===== config.mk =====
export PLATFORM = sky130hd
export DESIGN_NAME = sumsq_accum
export DESIGN_NICKNAME = d
export VERILOG_FILES = /design/src/rtl/sumsq_accum.sv
export SDC_FILE = /design/constraint.sdc
export NUM_CORES = 1
export LEC_CHECK = 0
export CAP_MARGIN = 20
export CORE_MARGIN = 2
export CORE_UTILIZATION = 59
export DETAILED_ROUTE_END_ITERATION = 6
export HOLD_SLACK_MARGIN = 0.15
export PLACE_DENSITY = 0.79
export SLEW_MARGIN = 20
export SYNTH_ARGS = -nofsm -noshare
export SYNTH_HDL_FRONTEND = slang
export SYNTH_SLANG_ARGS = --single-unit

===== constraint.sdc =====
create_clock -name clk -period 12.78 [get_ports clk]
set_input_delay 1.278 -clock clk [delete_from_list [all_inputs] [get_ports clk]]
set_output_delay 1.278 -clock clk [all_outputs]
set_load 0.05 [all_outputs]

===== src/rtl/sumsq_accum.sv =====
// Streaming sum-of-squares accumulator: one signed element per cycle in, one
// registered (sum, id, length, saturated) result pulse out per completed vector.
module sumsq_accum #(
  parameter int id_width   = 20,
  parameter int data_width = 16,
  parameter int len_width  = 16
) (
  input  logic                         clk,
  input  logic                         nrst,
  input  logic                         valid_in,
  input  logic signed [data_width-1:0] x_in,
  input  logic                         last_in,
  input  logic        [id_width-1:0]   vec_id,
  output logic        [31:0]           dot_sum,
  output logic        [id_width-1:0]   id_out,
  output logic        [len_width-1:0]  len_out,
  output logic                         sat_out,
  output logic                         valid_out
);

  // state | meaning
  // START | next accepted element is the first element of a new vector
  // MID   | inside a vector, at least one non-last element accepted
  typedef enum logic {START, MID} state_t;

  localparam logic [31:0]          sum_max = 32'h7FFF_FFFF;
  localparam logic [len_width-1:0] len_max = '1;

  state_t state, state_next;

  logic                         s1_valid, s1_last, s1_first;
  logic signed [data_width-1:0] s1_x;
  logic        [id_width-1:0]   s1_id;

  logic                         s2_valid, s2_last, s2_first;
  logic        [31:0]           s2_sq;
  logic        [id_width-1:0]   s2_id;

  logic        [31:0]           acc;
  logic        [len_width-1:0]  cnt;
  logic                         sat;
  logic        [id_width-1:0]   acc_id;
  logic                         s3_done;

  logic signed [2*data_width-1:0] sq_full;
  logic        [31:0]             base_acc, acc_next;
  logic        [32:0]             sum33;
  logic        [len_width-1:0]    base_cnt, cnt_next;
  logic                           base_sat, sat_next, over;
  logic        [id_width-1:0]     id_next;

  always_ff @(posedge clk or negedge nrst) begin
    if (!nrst) state <= START;
    else       state <= state_next;
  end

  always_comb begin
    state_next = state;
    if (valid_in) state_next = last_in ? START : MID;
  end

  always_ff @(posedge clk or negedge nrst) begin
    if (!nrst) begin
      s1_valid <= 1'b0;
      s1_last  <= 1'b0;
      s1_first <= 1'b0;
      s1_x     <= '0;
      s1_id    <= '0;
    end else begin
      s1_valid <= valid_in;
      s1_last  <= last_in;
      s1_first <= (state == START);
      s1_x     <= x_in;
      s1_id    <= vec_id;
    end
  end

  // A square of a signed value is never negative, so zero-extension is exact.
  assign sq_full = s1_x * s1_x;

  always_ff @(posedge clk or negedge nrst) begin
    if (!nrst) begin
      s2_valid <= 1'b0;
      s2_last  <= 1'b0;
      s2_first <= 1'b0;
      s2_sq    <= '0;
      s2_id    <= '0;
    end else begin
      s2_valid <= s1_valid;
      s2_last  <= s1_last;
      s2_first <= s1_first;
      s2_sq    <= 32'($unsigned(sq_full));
      s2_id    <= s1_id;
    end
  end

  // The first-element flag restarts the running values in place, so a vector
  // arriving right behind another never disturbs the result being unloaded.
  always_comb begin
    base_acc = s2_first ? 32'd0 : acc;
    base_cnt = s2_first ? '0 : cnt;
    base_sat = s2_first ? 1'b0 : sat;
    id_next  = s2_first ? s2_id : acc_id;
    sum33    = {1'b0, base_acc} + {1'b0, s2_sq};
    over     = sum33[32] | sum33[31];
    acc_next = over ? sum_max : sum33[31:0];
    sat_next = base_sat | over;
    cnt_next = (base_cnt == len_max) ? base_cnt : base_cnt + 1'b1;
  end

  always_ff @(posedge clk or negedge nrst) begin
    if (!nrst) begin
      acc     <= '0;
      cnt     <= '0;
      sat     <= 1'b0;
      acc_id  <= '0;
      s3_done <= 1'b0;
    end else begin
      s3_done <= s2_valid & s2_last;
      if (s2_valid) begin
        acc    <= acc_next;
        cnt    <= cnt_next;
        sat    <= sat_next;
        acc_id <= id_next;
      end
    end
  end

  always_ff @(posedge clk or negedge nrst) begin
    if (!nrst) begin
      valid_out <= 1'b0;
      dot_sum   <= '0;
      id_out    <= '0;
      len_out   <= '0;
      sat_out   <= 1'b0;
    end else begin
      valid_out <= s3_done;
      if (s3_done) begin
        dot_sum <= acc;
        id_out  <= acc_id;
        len_out <= cnt;
        sat_out <= sat;
      end
    end
  end

endmodule


==> impl_table.tex, run 1 <==
\begin{tabular}{lr}
\hline
Metric & Value \\
\hline
\multicolumn{2}{l}{\textbf{Outcome}} \\
Status & complete, no violations \\
\multicolumn{2}{l}{\textbf{Yosys}} \\
Sequential area share after synthesis & 0.316 \\
Number of unique standard cell types used by synthesis & 68 \\
Leading cell type by number of instances after synthesis & inv\_1 \\
Dominant synthesized flop cell & dfrtp\_1 \\
Number of synthesized flops with an enable pin & 0 \\
Average size of a mapped cell & 10.6 sq um \\
Number of standard cells after synthesis & 1746 \\
Cell taking the most area after synthesis & dfrtp\_1 \\
Commonest cells post-synth & 348 x inv\_1, 236 x fa\_1, 234 x dfrtp\_1, 121 x ha\_1, 116 x nand2\_1 \\
Register bit total from synthesis & 234 \\
Fraction of post-synthesis cell area in the top cell type by area & 0.316 \\
Dominant cells by area after synthesis & dfrtp\_1 32\%, fa\_1 25\%, ha\_1 8.2\% \\
Syn\_nets & 2143 \\
Syn. warnings & 0 \\
Netlist area before placement & 18600 sq um \\
Share of synthesized flip-flops with an asynchronous set or reset & 1.00 \\
\multicolumn{2}{l}{\textbf{Drt}} \\
Mean routed wirelength per cell & 16.9 microns \\
Count of routing violations after the opening detailed-route iteration & 668 \\
DRT Wirelength & 38.1 mm \\
Post-detailed-route DRC marker count & 0 \\
First-pass iteration count of the detailed router & 5 \\
Remaining antenna violation count after routing & 0 \\
Via count of the routed design & 12277 \\
Average vias per placed instance & 5.46 \\
\multicolumn{2}{l}{\textbf{STA}} \\
Minimum hold slack & 0.346 ns \\
Number of max-slew violations in the final report & 0 \\
Setup repair after global routing missed its margin & false \\
Max-slew headroom & 0.467 \\
Final Skew & 0.0119 ns \\
Highest clock frequency the design can meet & 141 MHz \\
Final setup violation count & 0 \\
Final critical-path share of the clock period & 0.557 \\
Hold Violations, Final & 0 \\
Post-route setup TNS & 0 ns \\
Final worst path period need & 7.11 ns \\
Actual transition at the worst max-transition pin & 0.779 ns \\
\multicolumn{2}{l}{\textbf{CTS}} \\
Number of hold buffers added after cts & 0 \\
Clock tree root driver cell & clkbuf\_16 \\
Total number of clock tree sinks & 234 \\
PostCTS Resize Cnt & 0 \\
Maximum count of clock buffers along a single path & 3 \\
CTS tree & built \\
Clock buffer count from CTS & 27 \\
Later-pin clock latency in the skew report & 0.55 ns \\
CTS clock-pin slew for the worst setup and hold paths & 0.06 ns \\
CTS H-tree lvls & 1 \\
\# Post-CTS Setup Buffers & 0 \\
\multicolumn{2}{l}{\textbf{Setup path}} \\
Crit-path slowest cell & dfrtp\_1 \\
Data arrival time of the critical path & 7.55 ns \\
Crit start category & flop \\
RR Startpoint & s1\_x[15]\$\_DFF\_PN0\_ \\
Critical path endpoint category & flop \\
Crit-path max FO & 21 \\
Required arrival time at the worst endpoint & 13.22 ns \\
Path type of the worst setup path & flop to flop \\
Kind of cell with the highest combined delay on the critical path & adder cells \\
Largest stage delay on the critical path & 0.79 ns \\
Cell type with the highest occurrence count on the critical path & fa\_1 \\
Worst Reg2Reg Path Length in Cells & 20 \\
RR Endpoint & s2\_sq[31]\$\_DFF\_PN0\_ \\
Setup slack, reg-to-reg & 5.67 ns \\
Sequence of cells on the critical path & inv\_1 -> nor2\_1 -> fa\_1 -> fa\_1 -> fa\_1 -> fa\_1 -> fa\_1 -> inv\_1 -> fa\_1 -> inv\_1 -> ha\_1 -> a21o\_1 -> a21o\_1 -> a21oi\_1 -> o21ai\_0 -> a211oi\_1 -> o31ai\_1 -> o21a\_1 -> nor2\_1 -> xnor2\_1 \\
WP buf/inv & 3 \\
\multicolumn{2}{l}{\textbf{GRT}} \\
Global routing usage summed across all routing layers & 0.242 \\
Initial antenna violation count & 0 \\
Overflow after GRT & 0 \\
Vias in the first global route & 13171 \\
First-pass GRT wire length & 64.4 mm \\
Routing usage on met3 & 0.0296 \\
Global routing usage on met2 & 0.420 \\
Most crowded layer after global routing & met2 \\
Met1 track utilization from global routing & 0.322 \\
Pin count of the biggest net entering global routing & 108 \\
\multicolumn{2}{l}{\textbf{Place}} \\
Number of cells in the design after placement & 2202 \\
DP HPWL & 29.5 mm \\
Port Buffers & 109 \\
Global placement routability congestion & 0.933 \\
\multicolumn{2}{l}{\textbf{Flow run}} \\
Reported max-cap violation count & 0 \\
\multicolumn{2}{l}{\textbf{Floorplanning}} \\
DIE AREA & 32900 sq um \\
Die Width & 181 microns \\
Number of primary I/O pins & 110 \\
Starting utilization of the core area & 0.603 \\
Placeable core region & 30700 sq um \\
Num rows & 64 \\
Height of the die & 181 microns \\
\multicolumn{2}{l}{\textbf{Hold path}} \\
Startpoint of the lowest-slack hold path & s1\_id[16]\$\_DFF\_PN0\_ \\
End of the worst hold path & s2\_id[16]\$\_DFF\_PN0\_ \\
Number of instances on the worst hold path & 0 \\
Kind of path behind the tightest hold check & flop to flop \\
\multicolumn{2}{l}{\textbf{Cells and area}} \\
Post-layout net count & 2232 \\
Share of post-route cells with drive strength above 1 & 0.0885 \\
Antenna cells & 0 \\
Growth of design area from synthesis to finish & 12.4\% \\
Final instance count without filler cells & 2249 \\
Core utilization of the finished layout & 0.678 \\
\hline
\end{tabular}
layout by cell type, fill, tap and decap left out, types with 7 or more instances in the layout:
cell type / synthesis / final
buf_4: 0 / 7
nor2_1: 94 / 94
fa_1: 236 / 236
nand3_1: 20 / 20
or3_1: 7 / 7
xor2_1: 28 / 28
dfrtp_1: 234 / 232
clkbuf_16: 0 / 27
clkinv_2: 0 / 8
and3_1: 7 / 7
o21ai_0: 27 / 27
o21bai_1: 7 / 7
nor3_1: 7 / 7
nand2b_1: 7 / 7
nor2b_1: 40 / 40
xnor2_1: 53 / 53
a21o_1: 20 / 20
nand2_1: 116 / 116
and2_1: 52 / 52
clkdlybuf4s50_1: 0 / 108
ha_1: 121 / 121
a21oi_1: 53 / 53
a31oi_1: 34 / 34
inv_1: 348 / 348
mux2_2: 90 / 90
logic make-up after synthesis:
group           synth area share
simple gates              0.0970
compound gates            0.0749
mux                       0.0557
flops                      0.316
xor+xnor                  0.0382
fa+ha+maj                  0.336
buf+inv                   0.0823
stage by stage:
| stage | setup slack [ns] | cell area, sq um |
|---|---|---|
| 2_1_floorplan | 6.51 | 18600 |
| 3_3_place_gp | 5.81 | 20000 |
| 3_5_place_dp | 5.79 | 20000 |
| 4_1_cts | 5.74 | 20900 |
| 5_1_grt | 5.18 | 20900 |
| 6_report | 5.67 | 20900 |
worst max-delay path by stage:
| stage | from | endpoint | slack (ns) | depth (start not counted) |
|---|---|---|---|---|
| after floorplan | s1_x[1]$_DFF_PN0_ | s2_sq[30]$_DFF_PN0_ | 6.51 | 23 |
| after global placement | s1_x[15]$_DFF_PN0_ | s2_sq[31]$_DFF_PN0_ | 5.81 | 20 |
| after detailed placement | s1_x[15]$_DFF_PN0_ | s2_sq[31]$_DFF_PN0_ | 5.79 | 22 |
| after CTS | s1_x[15]$_DFF_PN0_ | s2_sq[31]$_DFF_PN0_ | 5.74 | 22 |
| after global routing | s1_x[4]$_DFF_PN0_ | s2_sq[30]$_DFF_PN0_ | 5.18 | 21 |
| final | s1_x[15]$_DFF_PN0_ | s2_sq[31]$_DFF_PN0_ | 5.67 | 20 |
sequential cells by signal (all words and copies together), names as in the netlist, 16 cells and up:
signal and flops:
len_out 16, id_out 20, cnt 16, s1_x 16, s2_sq 31, acc_id 20, s2_id 20, dot_sum 32
acc 32, s1_id 20
area by class of cell:
class                      count  area (sq um)
multi-input combinational   1108         11200
fill                        2313          9900
sequential                   234          5860
inverter                     348          1310
timing repair buffer         116          1150
clock buffer                  31           711
tap                          396           495
clock inverter                16           163
layer usage:
metal  share of wire  wire length (microns)
met5               0                      0
met4           0.028                   1070
met1            0.43                  16400
met2            0.49                  18800
met3           0.049                   1850
Power of run 1 is not shown: default switching activity piles up to over one toggle a cycle in this logic, so the estimate is an artifact.
==> inputs of run 2 (changes only) <==
Clock period 12.78 ns to 7.4 ns, I/O delays scaled along.
==> run 2 against run 1 <==
Net effect:
- clock skew shrank 0.0014 ns
- setup slack worse by 5.1 ns
- routed wire length rose by 1.1%
- non-clock buffer count up 5
- first-iteration DRC count increased by 0.75%
- critical endpoint is now s2_sq[30]$_DFF_PN0_
- highest routed layer unchanged
==> impl_table.tex, run 2 (synthesized netlist as in run 1, its figures left out) <==
\begin{tabular}{lr}
\hline
Metric & Value \\
\hline
\multicolumn{2}{l}{\textbf{Floorplanning}} \\
DIE AREA & 32900 sq um \\
Die Width & 181 microns \\
Starting utilization of the core area & 0.603 \\
Number of primary I/O pins & 110 \\
Placeable core region & 30700 sq um \\
Height of the die & 181 microns \\
Num rows & 64 \\
\multicolumn{2}{l}{\textbf{Setup path}} \\
Cell type with the highest occurrence count on the critical path & fa\_1 \\
Largest stage delay on the critical path & 0.74 ns \\
Required arrival time at the worst endpoint & 7.77 ns \\
Crit start category & flop \\
Critical path endpoint category & flop \\
Kind of cell with the highest combined delay on the critical path & adder cells \\
Path type of the worst setup path & flop to flop \\
Data arrival time of the critical path & 7.23 ns \\
Sequence of cells on the critical path & nand2\_1 -> fa\_1 -> fa\_1 -> fa\_1 -> inv\_1 -> fa\_1 -> fa\_1 -> inv\_1 -> fa\_1 -> inv\_1 -> ha\_1 -> a21o\_1 -> a31oi\_1 -> o221ai\_1 -> a2111oi\_0 -> buf\_4 -> or3\_1 -> nand3\_1 -> a311oi\_1 -> or3\_1 -> o311ai\_1 \\
Crit-path slowest cell & dfrtp\_1 \\
WP buf/inv & 4 \\
Crit-path max FO & 16 \\
\multicolumn{2}{l}{\textbf{CTS}} \\
Clock buffer count from CTS & 26 \\
CTS tree & built \\
\# Post-CTS Setup Buffers & 0 \\
Total number of clock tree sinks & 234 \\
Clock tree root driver cell & clkbuf\_16 \\
CTS clock-pin slew for the worst setup and hold paths & 0.06 ns \\
Later-pin clock latency in the skew report & 0.54 ns \\
CTS H-tree lvls & 1 \\
Number of hold buffers added after cts & 0 \\
Maximum count of clock buffers along a single path & 3 \\
\multicolumn{2}{l}{\textbf{Place}} \\
Global placement routability congestion & 0.937 \\
DP HPWL & 29.8 mm \\
Worst slack at placement & 0.565 ns \\
Port Buffers & 109 \\
Dpl cell area & 20000 sq um \\
\multicolumn{2}{l}{\textbf{STA}} \\
Hold Violations, Final & 0 \\
Final worst path period need & 6.86 ns \\
Actual transition at the worst max-transition pin & 0.831 ns \\
Final Skew & 0.0105 ns \\
Number of max-slew violations in the final report & 0 \\
Final setup violation count & 0 \\
Post-route setup TNS & 0 ns \\
Highest clock frequency the design can meet & 146 MHz \\
Max-slew headroom & 0.446 \\
Setup repair after global routing missed its margin & false \\
Final critical-path share of the clock period & 0.927 \\
Min setup slack post-route & 0.543 ns \\
\multicolumn{2}{l}{\textbf{GRT}} \\
Overflow after GRT & 0 \\
Global routing usage summed across all routing layers & 0.247 \\
First-pass GRT wire length & 66.1 mm \\
Initial antenna violation count & 0 \\
Pin count of the biggest net entering global routing & 115 \\
Vias in the first global route & 13316 \\
\multicolumn{2}{l}{\textbf{Cells and area}} \\
Final Cell Area & 20900 sq um \\
Antenna cells & 0 \\
Filler cell count & 2264 \\
Commonest non-fill, non-tap cells in the layout & 348 x inv\_1, 236 x fa\_1, 229 x dfrtp\_1 \\
Growth of design area from synthesis to finish & 12.8\% \\
Share of post-route cells with drive strength above 1 & 0.0931 \\
Most common cell after layout, fill and taps aside & inv\_1 \\
Top flop regs & acc (32), dot\_sum (32), s2\_sq (31) \\
Post-layout net count & 2236 \\
\multicolumn{2}{l}{\textbf{Drt}} \\
Average vias per placed instance & 5.46 \\
Post-detailed-route DRC marker count & 0 \\
First-pass iteration count of the detailed router & 4 \\
Mean routed wirelength per cell & 17.1 microns \\
DRT Wirelength & 38.5 mm \\
Remaining antenna violation count after routing & 0 \\
Count of routing violations after the opening detailed-route iteration & 673 \\
Via count of the routed design & 12301 \\
\multicolumn{2}{l}{\textbf{Hold path}} \\
Kind of path behind the tightest hold check & primary input to async pin \\
\multicolumn{2}{l}{\textbf{Outcome}} \\
Status & complete, no violations \\
\multicolumn{2}{l}{\textbf{Flow run}} \\
Reported max-cap violation count & 0 \\
\hline
\end{tabular}
-- run 2: cell count changes in the layout (fill, tap and decap cells not counted) --
cell        previous run  this run
buf_4                  7        12
clkbuf_8               2         6
clkinv_2               8         5
clkinvlp_4             3         0
dfrtp_1              232       229
dfrtp_2                2         5
inv_6                  0         2
bufinv_16              2         3
clkbuf_1               2         1
clkbuf_16             27        26
clkinv_4               1         2
clkinv_8               0         1
inv_16                 1         0
-- run 2: cell type report --
| class | count | area [sq um] | share of cell area |
|---|---|---|---|
| Timing Repair Buffer | 121 | 1190 | 0.0567 |
| Multi-Input combinational cell | 1108 | 11200 | 0.534 |
| Inverter | 348 | 1310 | 0.0624 |
| Tap cell | 396 | 495 | 0.0237 |
| Clock inverter | 14 | 178 | 0.00849 |
| Clock buffer | 33 | 737 | 0.0352 |
| Sequential cell | 234 | 5860 | 0.280 |
-- run 2: per-stage QoR --
step,utilization,hold WS [ns],std cells
after floorplan,-,0.331,1746
after global placement,0.651,0.333,2207
after detailed placement,0.651,0.335,2207
after CTS,0.681,0.274,2254
after global routing,0.681,0.301,2254
final,0.681,0.232,2254
-- run 2: worst paths after layout --
path	startpoint	endpoint	slack [ns]	cells past startpoint
max in group asynchronous	nrst	s3_done$_DFF_PN0_	5.73	2
worst min register to register	s1_id[19]$_DFF_PN0_	s2_id[19]$_DFF_PN0_	0.35	0
worst min-delay path	nrst	dot_sum[7]$_DFFE_PN0P_	0.23	1
worst max-delay path	s1_x[11]$_DFF_PN0_	s2_sq[30]$_DFF_PN0_	0.54	21
worst max register to register	s1_x[11]$_DFF_PN0_	s2_sq[30]$_DFF_PN0_	0.54	21
min in group clk	s1_id[19]$_DFF_PN0_	s2_id[19]$_DFF_PN0_	0.35	0
-- run 2: worst register-to-register path: cells and delay by family, from the launching register on --
family	cells	cell delay, ns
adders and majority gates	7	3.36
AOI/OAI and AO/OA	6	1.61
DFF	1	0.74
and+or+nand+nor	4	0.65
buffers and inverters	4	0.34
-- run 2: repair_timing --
| item | 4_1_cts | 5_1_grt |
|---|---|---|
| hold endpoints to repair | 0 | 0 |
| endpoints found under the setup margin | 0 | 2 |
| gates resized for setup | 0 | 3 |
-- run 2: layer usage --
| metal | share of wire | GRT usage |
|---|---|---|
| met1 | 0.44 | 0.338 |
| met3 | 0.043 | 0.0260 |
| met2 | 0.50 | 0.427 |
| met4 | 0.023 | 0.0602 |
| met5 | 0 | 0 |
Power of run 2 is left out for the same reason.
==> variant 1: new RTL, settings of run 1 <==
`id_width`: 20 -> 24.
--- a/src/rtl/sumsq_accum.sv
+++ b/src/rtl/sumsq_accum.sv
@@ -2,5 +2,5 @@
 // registered (sum, id, length, saturated) result pulse out per completed vector.
 module sumsq_accum #(
-  parameter int id_width   = 20,
+  parameter int id_width   = 24,
   parameter int data_width = 16,
   parameter int len_width  = 16
Ports: changed (resized id_out and vec_id); port bits go from 110 to 118. The function was not compared with the original's and may differ.
==> variant 1 against run 1 <==
- the run now ends with design-rule violations left
- wire length grew 3.0%
- worst setup slack got worse by 86 ps
- sequential cell count grew 16
- die area rose by 3.4%
- non-clock buffer count rose by 8
- highest routed layer unchanged
- hold slack hardly changed
- critical path type unchanged
- cell area rose by 3.6%
- synthesized area up 3.5%
- critical path depth is 3 higher
Power is left out: the tool's default activity adds up to more than one toggle a clock period on the data nets, which glitch-free logic cannot reach.
==> variant 1: results (changes against run 1) <==
Outcome
  • Status: complete, but fails checks
  • Failing checks: design-rule violations

Clock network
  • Post_cts resized: 0 (unchanged)
  • CTS Buf Count: 27 (unchanged)
  • Worst-skew pair later-pin latency: 540 ps
  • CTS clk-pin slew, worst paths: 50 ps
  • H-Tree Level Count: 1 (unchanged)
  • Clock root buffer: clkbuf_16
  • Post-CTS setup buffer count: 0 (unchanged)
  • CTS Buffer Depth: 3 (unchanged)

Synth
  • Synth cell types: 62 (-8.8%)
  • Post-synth EDFFs: 0 (unchanged)
  • Mux cell area share after synthesis: 0.05898 (+0.003279)
  • Compound-Gate Fraction of Synth Area: 0.07084 (-0.004078)
  • Synth Warn #: 0 (unchanged)
  • Asr flop ratio synth: 1.000 (unchanged)
  • Mapped Nets: 2,211 (+3.2%)
  • Post-synth top cells: inv_1, dfrtp_1, fa_1, nand2_1, nor2_1
  • Main area contributors after synthesis: dfrtp_1, fa_1, ha_1
  • Post-synthesis sequential area ratio: 0.3258 (+0.01026)
  • Synth Area in Adders: 0.3249 (-0.01128)
  • Syn Area/Cell: 10.61 um^2 (-0.19%)
  • Xor/xnor share of the synthesized area: 0.03604 (-0.002196)

Placed design
  • Placed Area: 20,760 um^2 (+3.9%)
  • Placed insts: 2,320 (+5.4%)
  • I/O Buffers: 117 (+7.3%)
  • Hpwl dp: 30,130 um (+2.2%)
  • Final GP Congestion: 0.9232 (-1.1%)

Finish
  • Cell Count, Final, Fillers Out: 2,369 (+5.3%)
  • Number of fill cells in the layout: 2,373 (+2.6%)
  • Biggest regs: acc: 32 flops, dot_sum: 32 flops, s2_sq: 31 flops
  • Layout cells sized above 1: 0.08718 (-0.001323)
  • # diodes: 0 (unchanged)

Min path
  • Tightest Hold Check Type: flip-flop to flip-flop

Global route
  • Initial antenna violation count: 1 (+1)
  • Largest net degree at the start of global routing: 114 (+5.6%)
  • First-pass GRT wire length: 66,120 um (+2.7%)
  • All-layer global routing usage: 0.2438 (+0.001586)
  • Vias in the first global route: 13,510 (+2.6%)

Worst setup path
  • Worst EP arrival: 7620 ps (+70 ps)
  • Crit-path max FO: 20 (-4.8%)

Route
  • Vias: 12,600 (+2.6%)
  • WL final: 39,220 um (+3.0%)
  • Pre-Repair DR Iteration Count: 7 (+2)
  • Initial drt markers: 707 (+5.8%)
  • Post-route DRC: 2 (+2)

STA
  • Worst-Margin Slew: 995.7 ps (+216.2 ps)
  • Final Skew: 8.557 ps (-3.309 ps)
## variant 1: final cells by class
type	instances	area, um^2	share of cell area
Timing Repair Buffer	124	1229	0.05686
Inverter	343	1287	0.05958
Multi-Input combinational cell	1161	11430	0.5292
Clock inverter	10	85.08	0.003937
Tap cell	442	553.0	0.02559
Clock buffer	39	760.7	0.03521
Sequential cell	250	6259	0.2896
## variant 1: worst paths after layout
kind                               start    endpoint  slack (ps)  depth (start not counted)
worst min register to register  s1_id[0]    s2_id[0]         350                          0
max in group asynchronous           nrst  acc_id[13]        9790                          3
worst max-delay path            s1_x[15]   s2_sq[28]        5580                         23
worst max register to register  s1_x[15]   s2_sq[28]        5580                         23
worst min-delay path            s1_id[0]    s2_id[0]         350                          0
min in group asynchronous           nrst      acc[7]         780                          1
## variant 1: critical path: stages, from the launching register on
cell and delay (ps):
dfrtp_1 740, inv_1 410, nor2_1 220, xnor2_1 90, ha_1 280, inv_1 50, fa_1 480, inv_1 50
fa_1 490, fa_1 430, fa_1 510, inv_1 60, fa_1 480, inv_1 40, ha_1 350, and3_1 240
and3_1 180, a32oi_1 160, nand2_1 100, o41ai_1 850, a211oi_1 260, a211oi_1 340, nor2_1 120, xor2_1 150
## variant 1: metal layers
metal / GRT usage / vias to the layer above / wire length [um]
li1: - / 5907 / -
met1: 0.3308 / 6297 / 17190
met2: 0.4220 / 334 / 19280
met3: 0.03161 / 64 / 1993
met4: 0.05440 / 0 / 764
met5: 0 / - / 0
## variant 1: cells by family (layout without fill, tap and decap cells)
logic type,count (synthesis),in the layout
compound gates,205,205
xor+xnor,79,79
fa+ha+maj,357,357
buf+inv,399,516
flops,250,250
mux,101,101
simple gates,419,419
## variant 1: stage by stage
step	util	setup slack (ps)
CTS	0.6692	5758
finish	0.6692	5580
floorplan	-	6604
global route	0.6692	5218
detailed placement	0.6430	5783
global placement	0.6430	5999
==> variant 2: new RTL, flow settings as in run 1 <==
Without the edit above. Put one more register stage on the output `id_out`, with the module's reset. The value now appears one clock later. The other outputs are not delayed to match.
--- a/src/rtl/sumsq_accum.sv
+++ b/src/rtl/sumsq_accum.sv
@@ -26,4 +26,6 @@
   localparam logic [31:0]          sum_max = 32'h7FFF_FFFF;
   localparam logic [len_width-1:0] len_max = '1;
+
+  logic        [id_width-1:0] id_s0;
 
   state_t state, state_next;
@@ -131,5 +133,5 @@
       valid_out <= 1'b0;
       dot_sum   <= '0;
-      id_out    <= '0;
+      id_s0     <= '0;
       len_out   <= '0;
       sat_out   <= 1'b0;
@@ -138,5 +140,5 @@
       if (s3_done) begin
         dot_sum <= acc;
-        id_out  <= acc_id;
+        id_s0   <= acc_id;
         len_out <= cnt;
         sat_out <= sat;
@@ -145,4 +147,12 @@
   end
 
+  always_ff @(posedge clk or negedge nrst) begin
+    if (!nrst) begin
+      id_out <= '0;
+    end else begin
+      id_out <= id_s0;
+    end
+  end
+
 endmodule
 
Formal check against the unedited RTL: not equivalent (Yosys sat finds a counterexample within 10 cycles, from zero or initial values and one cycle with nrst low).
==> variant 2 against run 1 <==
- synthesized area rose by 3.6%
- clock skew rose by 6.4 ps
- wire length up 0.70%
- cell area up 4.0%
- sequential cell count grew 20
- count of clock-buffer cells in the layout grew 9
- worst setup slack worse by 38 ps
Power is left out: the tool's default activity adds up to more than one toggle a clock period on the data nets, which glitch-free logic cannot reach.
==> variant 2: results (changes against run 1) <==
Clock network
  • Clock root buffer: clkbuf_16
  • CTS clk-pin slew, worst paths: 60 ps (about the same)
  • Post-CTS setup buffer count: 0 (unchanged)
  • CTS Buffer Depth: 3 (unchanged)
  • Worst-skew pair later-pin latency: 560 ps
  • H-Tree Level Count: 1 (unchanged)
  • Post_cts resized: 0 (unchanged)
  • CTS Buf Count: 28 (+3.7%)

Outcome
  • Status: finished clean

Min path
  • Tightest Hold Check Type: flip-flop to flip-flop

Global route
  • Largest net degree at the start of global routing: 100 (-7.4%)
  • First-pass GRT wire length: 65,200 um (+1.3%)
  • Vias in the first global route: 13,370 (+1.5%)
  • Initial antenna violation count: 1 (+1)
  • All-layer global routing usage: 0.2398 (-0.002442)

STA
  • Worst slew margin: 0.4102 (-0.05673)
  • Final Skew: 18.26 ps (+6.395 ps)

Synth
  • Syn Area/Cell: 10.86 um^2 (+2.2%)
  • Mapped Nets: 2,167 (+1.1%)
  • Synth cell types: 85 (+25%)
  • Main area contributors after synthesis: dfrtp_1, fa_1, ha_1
  • Synth Warn #: 0 (unchanged)
  • Post-synth top cells: inv_1, dfrtp_1, fa_1, ha_1, nand2_1
  • Asr flop ratio synth: 1.000 (unchanged)
  • Post-synthesis sequential area ratio: 0.3306 (+0.01507)

Route
  • Avg WL per Cell: 16.47 um (-2.8%)
  • Pre-Repair DR Iteration Count: 5 (unchanged)
  • Vias per cell: 5.321 (-2.5%)
  • Initial drt markers: 641 (-4.0%)
  • WL final: 38,350 um (+0.70%)

Placed design
  • I/O Buffers: 109 (unchanged)
  • Hpwl dp: 29,500 um (about the same)
  • Final GP Congestion: 0.9151 (-1.9%)

Worst setup path
  • Critical-path top delay cell: fa_1
  • Slowest stage delay, CP: 760 ps (-30 ps)
  • Crit-path max FO: 20 (-4.8%)

Finish
  • Layout cells sized above 1: 0.09698 (+0.008474)
  • NumNets Final: 2,262 (+1.3%)
  • Biggest regs: acc: 32 flops, dot_sum: 32 flops, s2_sq: 31 flops
  • Number of fill cells in the layout: 2,371 (+2.5%)
  • # diodes: 0 (unchanged)
[variant 2: final timing paths]
kind	startpoint	endpoint	cells after the start	slack, ps
worst max-delay path	s1_x[15]	s2_sq[31]	21	5630
worst min-delay path	s1_id[5]	s2_id[5]	0	340
worst max register to register	s1_x[15]	s2_sq[31]	21	5630
worst min register to register	s1_id[5]	s2_id[5]	0	340
max in group asynchronous	nrst	s3_done	2	10560
min in group asynchronous	nrst	dot_sum[10]	1	750
[variant 2: per-stage QoR]
step	hold WS (ps)	setup slack, ps	area, um^2	util
4_1_cts	345.9	5654	21650	0.6705
5_1_grt	357.9	5093	21680	0.6714
2_1_floorplan	331.2	6561	19220	-
3_3_place_gp	332.7	6009	20680	0.6406
6_report	344.4	5627	21680	0.6714
3_5_place_dp	334.7	5696	20680	0.6406
[variant 2: cell families after synthesis]
logic type                 after synthesis  share of synthesized area
xor gates and xnor gates                80                    0.03645
buffers and inverters                  399                    0.08045
muxes                                   93                    0.05428
AOI/OAI and AO/OA                      197                    0.07446
adders and majority gates              357                     0.3245
and+or+nand+nor                        390                    0.09919
DFF                                    254                     0.3306
[variant 2: worst max-delay path, delay by kind of cell (launching register included)]
| kind | cells | cell delay, ps |
|---|---|---|
| adders and majority gates | 7 | 3720 |
| AOI/OAI and AO/OA | 6 | 1360 |
| buffers and inverters | 5 | 730 |
| DFF | 1 | 720 |
| and+or+nand+nor | 2 | 450 |
| xor gates and xnor gates | 1 | 130 |
[variant 2: final cells by class]
cell class              count  area [um^2]  area share
clock buffers              40        805.8     0.03717
clock inverters            12        161.4    0.007445
inverters                 347         1303     0.06008
multi-input cells        1117        11320      0.5222
flip-flops and latches    254         6359      0.2933
well taps                 442        553.0     0.02551
repair buffers            117         1176     0.05425
[variant 2: layer usage]
layer / vias to the layer above / share of wire / global-route usage
met5: - / 0 / 0
met4: 0 / 0.026 / 0.07072
met3: 77 / 0.051 / 0.03754
met2: 316 / 0.49 / 0.4102
met1: 6214 / 0.43 / 0.3181
li1: 5785 / - / -
